`config.mk`:
```
export PLATFORM = sky130hd
export DESIGN_NAME = ext_mem_arbiter
export DESIGN_NICKNAME = d
export VERILOG_FILES = /design/src/rtl/ext_mem_arbiter_pkg.sv /design/src/rtl/ext_mem_arbiter_rr_arb2.sv /design/src/rtl/ext_mem_arbiter.sv
export SDC_FILE = /design/constraint.sdc
export NUM_CORES = 1
export LEC_CHECK = 0
export ABC_AREA = 1
export BUFFER_PORTS_ARGS = -buffer_cell sky130_fd_sc_hd__clkbuf_2
export CORE_AREA = 2 2 74 76
export CTS_BUF_LIST = sky130_fd_sc_hd__clkbuf_4
export CTS_CLUSTER_DIAMETER = 40
export DETAILED_ROUTE_END_ITERATION = 10
export DIE_AREA = 0 0 76 78
export PLACE_DENSITY = 0.84
export SLEW_MARGIN = 20
export SYNTH_ARGS = -nofsm -noshare
export SYNTH_HDL_FRONTEND = slang
export SYNTH_SLANG_ARGS = --single-unit
```
`constraint.sdc`:
```
create_clock -name clk -period 2.15 [get_ports clk]
set_input_delay 0.43 -clock clk [delete_from_list [all_inputs] [get_ports clk]]
set_output_delay 0.43 -clock clk [all_outputs]
set_load 0.05 [all_outputs]
```
`src/rtl/ext_mem_arbiter_pkg.sv`:
```
// rtl/ext_mem_arbiter_pkg.sv - shared types and constants for the external memory arbiter
//
// Package ext_mem_pkg: access-sequencer state encoding and pin output-enable levels.

package ext_mem_pkg;

  typedef enum logic [2:0] {
    IDLE,
    ADDR_LO,
    ADDR_HI,
    WR,
    RD_WAIT,
    DONE
  } state_t;

  localparam logic [7:0] OE_DRIVE   = 8'hFF;
  localparam logic [7:0] OE_RELEASE = 8'h00;

endpackage

```
`src/rtl/ext_mem_arbiter_rr_arb2.sv`:
```
// rtl/ext_mem_arbiter_rr_arb2.sv - two-input round-robin picker
//
// Ports:
//   clk, rst_n   clock, asynchronous active-low reset
//   req[1:0]     request vector
//   advance      commit the current pick (updates last_grant)
//   grant_idx    index of the winner
//   grant_valid  at least one request is pending

module rr_arb2 (
  input  logic       clk,
  input  logic       rst_n,
  input  logic [1:0] req,
  input  logic       advance,
  output logic       grant_idx,
  output logic       grant_valid
);

  // Resets to 1 so requester 0 wins the first tie.
  logic last_grant;

  assign grant_valid = |req;
  // On a tie the requester that did not win last time goes next.
  assign grant_idx   = (req == 2'b11) ? ~last_grant : req[1];

  always_ff @(posedge clk or negedge rst_n) begin
    if (!rst_n) begin
      last_grant <= 1'b1;
    end else if (advance && grant_valid) begin
      last_grant <= grant_idx;
    end
  end

endmodule

```
`src/rtl/ext_mem_arbiter.sv`:
```
// rtl/ext_mem_arbiter.sv - shares the 8-bit external memory pins between two requesters
//
// Each 16-bit access is serialised as address-low, address-high, then a write
// strobe or a read wait/capture. Outputs are registered from the phase state,
// so each pin phase appears on the pins one cycle after the state is entered.
// Optional macro EXT_MEM_HI_SKIP_EN: skip the address-high phase when the
// high byte matches the last one driven.
//
// Ports:
//   clk, rst_n                 clock, asynchronous active-low reset
//   req[1:0], req_we[1:0]      per-requester request and op (1 = write)
//   req_addr0/1, req_wdata0/1  per-requester address and write data
//   ack[1:0]                   one-cycle one-hot completion pulse
//   rdata                      captured read data, held until next capture
//   busy                       an access is in flight
//   pin_out, pin_oe, pin_in    external bus value, output enable, read data
//   ale_lo, ale_hi, mem_we     address-low, address-high and write strobes

module ext_mem_arbiter
  import ext_mem_pkg::*;
#(
  parameter int RD_WAIT = 2,
  parameter int ADDR_W  = 16
) (
  input  logic              clk,
  input  logic              rst_n,
  input  logic [1:0]        req,
  input  logic [1:0]        req_we,
  input  logic [ADDR_W-1:0] req_addr0,
  input  logic [ADDR_W-1:0] req_addr1,
  input  logic [7:0]        req_wdata0,
  input  logic [7:0]        req_wdata1,
  output logic [1:0]        ack,
  output logic [7:0]        rdata,
  output logic              busy,
  output logic [7:0]        pin_out,
  output logic [7:0]        pin_oe,
  input  logic [7:0]        pin_in,
  output logic              ale_lo,
  output logic              ale_hi,
  output logic              mem_we
);

  localparam logic [3:0] RD_LOAD = 4'(RD_WAIT - 1);

  state_t            state;
  logic [ADDR_W-1:0] addr_q;
  logic [7:0]        wdata_q;
  logic              we_q;
  logic              grant_q;
  logic [3:0]        cnt;

  logic grant_idx;
  logic grant_valid;
  logic advance;
  logic hi_hit;

  assign advance = (state == IDLE);

  rr_arb2 u_arb (
    .clk         (clk),
    .rst_n       (rst_n),
    .req         (req),
    .advance     (advance),
    .grant_idx   (grant_idx),
    .grant_valid (grant_valid)
  );

`ifdef EXT_MEM_HI_SKIP_EN
  logic [7:0] hi_cache;
  logic       hi_valid;

  assign hi_hit = hi_valid && (addr_q[15:8] == hi_cache);

  always_ff @(posedge clk or negedge rst_n) begin
    if (!rst_n) begin
      hi_cache <= 8'h00;
      hi_valid <= 1'b0;
    end else if (state == ADDR_HI) begin
      hi_cache <= addr_q[15:8];
      hi_valid <= 1'b1;
    end
  end
`else
  assign hi_hit = 1'b0;
`endif

  always_ff @(posedge clk or negedge rst_n) begin
    if (!rst_n) begin
      state   <= IDLE;
      addr_q  <= '0;
      wdata_q <= 8'h00;
      we_q    <= 1'b0;
      grant_q <= 1'b0;
      cnt     <= 4'd0;
      ack     <= 2'b00;
      rdata   <= 8'h00;
      busy    <= 1'b0;
      pin_out <= 8'h00;
      pin_oe  <= OE_RELEASE;
      ale_lo  <= 1'b0;
      ale_hi  <= 1'b0;
      mem_we  <= 1'b0;
    end else begin
      // Pins released and strobes low unless the current phase drives them.
      ack     <= 2'b00;
      pin_out <= 8'h00;
      pin_oe  <= OE_RELEASE;
      ale_lo  <= 1'b0;
      ale_hi  <= 1'b0;
      mem_we  <= 1'b0;
      case (state)
        IDLE: begin
          if (grant_valid) begin
            addr_q  <= grant_idx ? req_addr1 : req_addr0;
            wdata_q <= grant_idx ? req_wdata1 : req_wdata0;
            we_q    <= req_we[grant_idx];
            grant_q <= grant_idx;
            busy    <= 1'b1;
            state   <= ADDR_LO;
          end
        end
        ADDR_LO: begin
          pin_oe  <= OE_DRIVE;
          pin_out <= addr_q[7:0];
          ale_lo  <= 1'b1;
          cnt     <= RD_LOAD;
          if (!hi_hit)   state <= ADDR_HI;
          else if (we_q) state <= WR;
          else           state <= ext_mem_pkg::RD_WAIT;
        end
        ADDR_HI: begin
          pin_oe  <= OE_DRIVE;
          pin_out <= addr_q[15:8];
          ale_hi  <= 1'b1;
          cnt     <= RD_LOAD;
          state   <= we_q ? WR : ext_mem_pkg::RD_WAIT;
        end
        WR: begin
          pin_oe  <= OE_DRIVE;
          pin_out <= wdata_q;
          mem_we  <= 1'b1;
          state   <= DONE;
        end
        ext_mem_pkg::RD_WAIT: begin
          if (cnt == 4'd0) begin
            rdata <= pin_in;
            state <= DONE;
          end else begin
            cnt <= cnt - 4'd1;
          end
        end
        DONE: begin
          ack[grant_q] <= 1'b1;
          busy         <= 1'b0;
          state        <= IDLE;
        end
        default: state <= IDLE;
      endcase
    end
  end

endmodule

```
==> flow_summary.json <==
{
  "cp_common_cell": "nand2_1",
  "portBuffers": 91,
  "initial_core_util": 0.542,
  "final-setup-viol-count": 0,
  "synthArstFlopShare": 1.00,
  "grt.total_usage": 0.227,
  "crit_buf_inv": 1,
  "drc": 0,
  "antenna_found_initial": 0,
  "ys_types": 24,
  "dp_slack_ps": 517,
  "dieArea_um2": 5930,
  "core_um2": 5040,
  "via_per_inst": 4.86,
  "synth_most_common_cell": "nand2_1",
  "violations": "hold timing",
  "cts-buffers-inserted": 9,
  "synth_top_family_by_area": "simple AND/OR/NAND/NOR gates",
  "setup_tns_ps": 0,
  "cp_slowest_cell": "dfrtp_1",
  "diodes": 0,
  "ys_warn_count": 0,
  "synth_area_leader_cell": "dfrtp_1",
  "drive_gt1_frac": 0.261,
  "grt_max_degree": 28,
  "ir_drop_v": 0.000584,
  "synth_compound_area_frac": 0.0178,
  "fin_util": 0.667,
  "period_share": 0.782,
  "htreeDepth": 3,
  "drt_wl_total_um": 6240,
  "status": "finished with violations",
  "critical_path_arrival_ps": 1970,
  "crit_fanout": 10,
  "area_growth_pct": 23.0,
  "clk_pin_slew_ps": 100,
  "cp-end-kind": "flop",
  "p_leak_nw": 1.99,
  "first_pass_iters": 4,
  "required_ps": 2440,
  "yosys.area_share.simple": 0.376,
  "p_per_area_nw_per_um2": 1570,
  "cp-start-kind": "flop",
  "synthAdderAreaFrac": 0.00915,
  "ios": 92,
  "synth-xor-area-share": 0.00320,
  "synth.avg_cell_area_um2": 7.62,
  "grt_pass1_vias": 2412,
  "synthTopCellsByArea": "dfrtp_1, nand2_1, nand3_1, buf_4, inv_1",
  "netlist.area_leader.share": 0.512,
  "fp.dieW_um": 76,
  "slew_viol_final": 0,
  "cts_root_buf": "clkbuf_4",
  "clk_path_buf_depth": 2,
  "clk_latency_ps": 400,
  "ant_nets": 0,
  "muxShareOfSynthArea": 0,
  "whs_ps": -0.864,
  "synth-seq-cells": 57,
  "syn_inst": 359,
  "postCtsSetupBuffers": 0,
  "die_h_um": 78,
  "r2r_slack_ps": 470,
  "cts_sinks": 57,
  "synth-edff-count": 0,
  "seq_area_frac_synth": 0.522,
  "place_congestion": 0.795,
  "hold_violations": 2,
  "tritoncts": "yes",
  "hpwl_um": 4470,
  "grt_pass1_wl_um": 10400,
  "fin_nets": 511,
  "min_path_type": "input pin to asynchronous set/reset pin",
  "maxCapViolCount": 0,
  "worst_slack_ps": 468,
  "layout_min_cycle_time_ps": 1680,
  "first_iter_violations": 178,
  "skew_ps": 11.0,
  "synthFlopType": "dfrtp_1",
  "fill_cells": 399,
  "synth_commonest_cells": "nand2_1, dfrtp_1, nand3_1",
  "place_area_um2": 3190,
  "fin_area_um2": 3360,
  "syn_nets": 423,
  "cts_resized": 0,
  "vias": 2539,
  "relSlewSlack": 0.476,
  "rsz0062_at_grt": "false",
  "path_cells": "inv_1 > ha_1 > nand2_1 > nor2_2 > nand2_1 > nand2_1 > nand2_1",
  "crit_type": "flop to flop",
  "max_freq_mhz": 595,
  "seq_area_um2": 1430,
  "worst_pin_slew_ps": 783,
  "ctsHoldBuffers": 0,
  "grt_overflow": 0,
  "cp_top_family": "simple AND/OR/NAND/NOR gates",
  "wl_per_cell_um": 11.9,
  "fp-row-count": 26,
  "cpPeakStageDelay_ps": 410,
  "multi_input_comb_area_um2": 1110,
  "syn_area_um2": 2740
}
## kinds of logic (layout without fill, tap and decap cells)
logic type / Yosys count / count (layout)
XOR/XNOR: 1 / 1
adder cells (fa/ha/maj): 2 / 2
AO/OA/AOI/OAI: 7 / 7
buffers and inverters: 37 / 130
flip-flops: 57 / 57
AND/OR/NAND/NOR: 255 / 255
## layout make-up
| cell class | count | share of cell area |
|---|---|---|
| multi-input cells | 265 | 0.331 |
| flip-flops and latches | 57 | 0.424 |
| repair buffers | 96 | 0.147 |
| clock inverters | 7 | 0.0324 |
| inverters | 18 | 0.0201 |
| clock buffers | 9 | 0.0201 |
| well taps | 70 | 0.0260 |
## sequential cells by signal (all words and copies together), names as in the netlist
name              count
addr_q               16
rdata                 8
ale_lo                1
mem_we                1
u_arb.last_grant      1
wdata_q               8
state                 3
pin_oe                1
ack                   2
pin_out               8
busy                  1
grant_q               1
we_q                  1
ale_hi                1
cnt                   4
## path summary, 6_finish.rpt
| kind | start | endpoint | cells after the start |
|---|---|---|---|
| hold reg to reg | grant_q | ack[0] | 1 |
| setup reg to reg | cnt[0] | rdata[2] | 7 |
| max in group asynchronous | rst_n | pin_out[2] | 2 |
| hold / removal | rst_n | ale_hi | 1 |
| setup / recovery | cnt[0] | rdata[2] | 7 |
| min in group clk | pin_in[1] | rdata[1] | 3 |
## metal layers
metal  track usage  share of wire  vias up
met2         0.391           0.49       96
met5             0              0        -
li1              -              -     1286
met4         0.104          0.017        0
met3        0.0593          0.065       13
met1         0.267           0.43     1144
## worst register-to-register path, stage by stage, from the launching register on
cell,delay (ps)
dfrtp_1,410
inv_1,130
ha_1,190
nand2_1,70
nor2_2,330
nand2_1,260
nand2_1,120
nand2_1,70
## cells in the final DEF, fill, tap and decap left out, types with 2 or more instances in the layout
cell type	n
nand2_1	195
clkbuf_2	91
dfrtp_1	56
nand3_1	43
inv_1	14
nor2_1	11
clkbuf_4	9
buf_4	5
clkinv_1	4
o21ai_0	4
clkinv_2	3
bufinv_16	3
ha_1	2
## power breakdown
| part | switching (W) | internal (W) |
|---|---|---|
| combinational | 0.00185 | 0.000621 |
| sequential | 0.000277 | 0.00154 |
| clock | 0.000400 | 0.000579 |
| total | 0.00253 | 0.00274 |
## through the flow
| stage | std cells | total power [W] |
|---|---|---|
| 3_3_place_gp | 506 | 0.00422 |
| 6_report | 522 | 0.00527 |
| 3_5_place_dp | 506 | 0.00431 |
| 4_1_cts | 522 | 0.00530 |
| 5_1_grt | 522 | 0.00565 |
| 2_1_floorplan | 359 | 0.00382 |
Note: power is estimated with default switching activity, not from simulation.
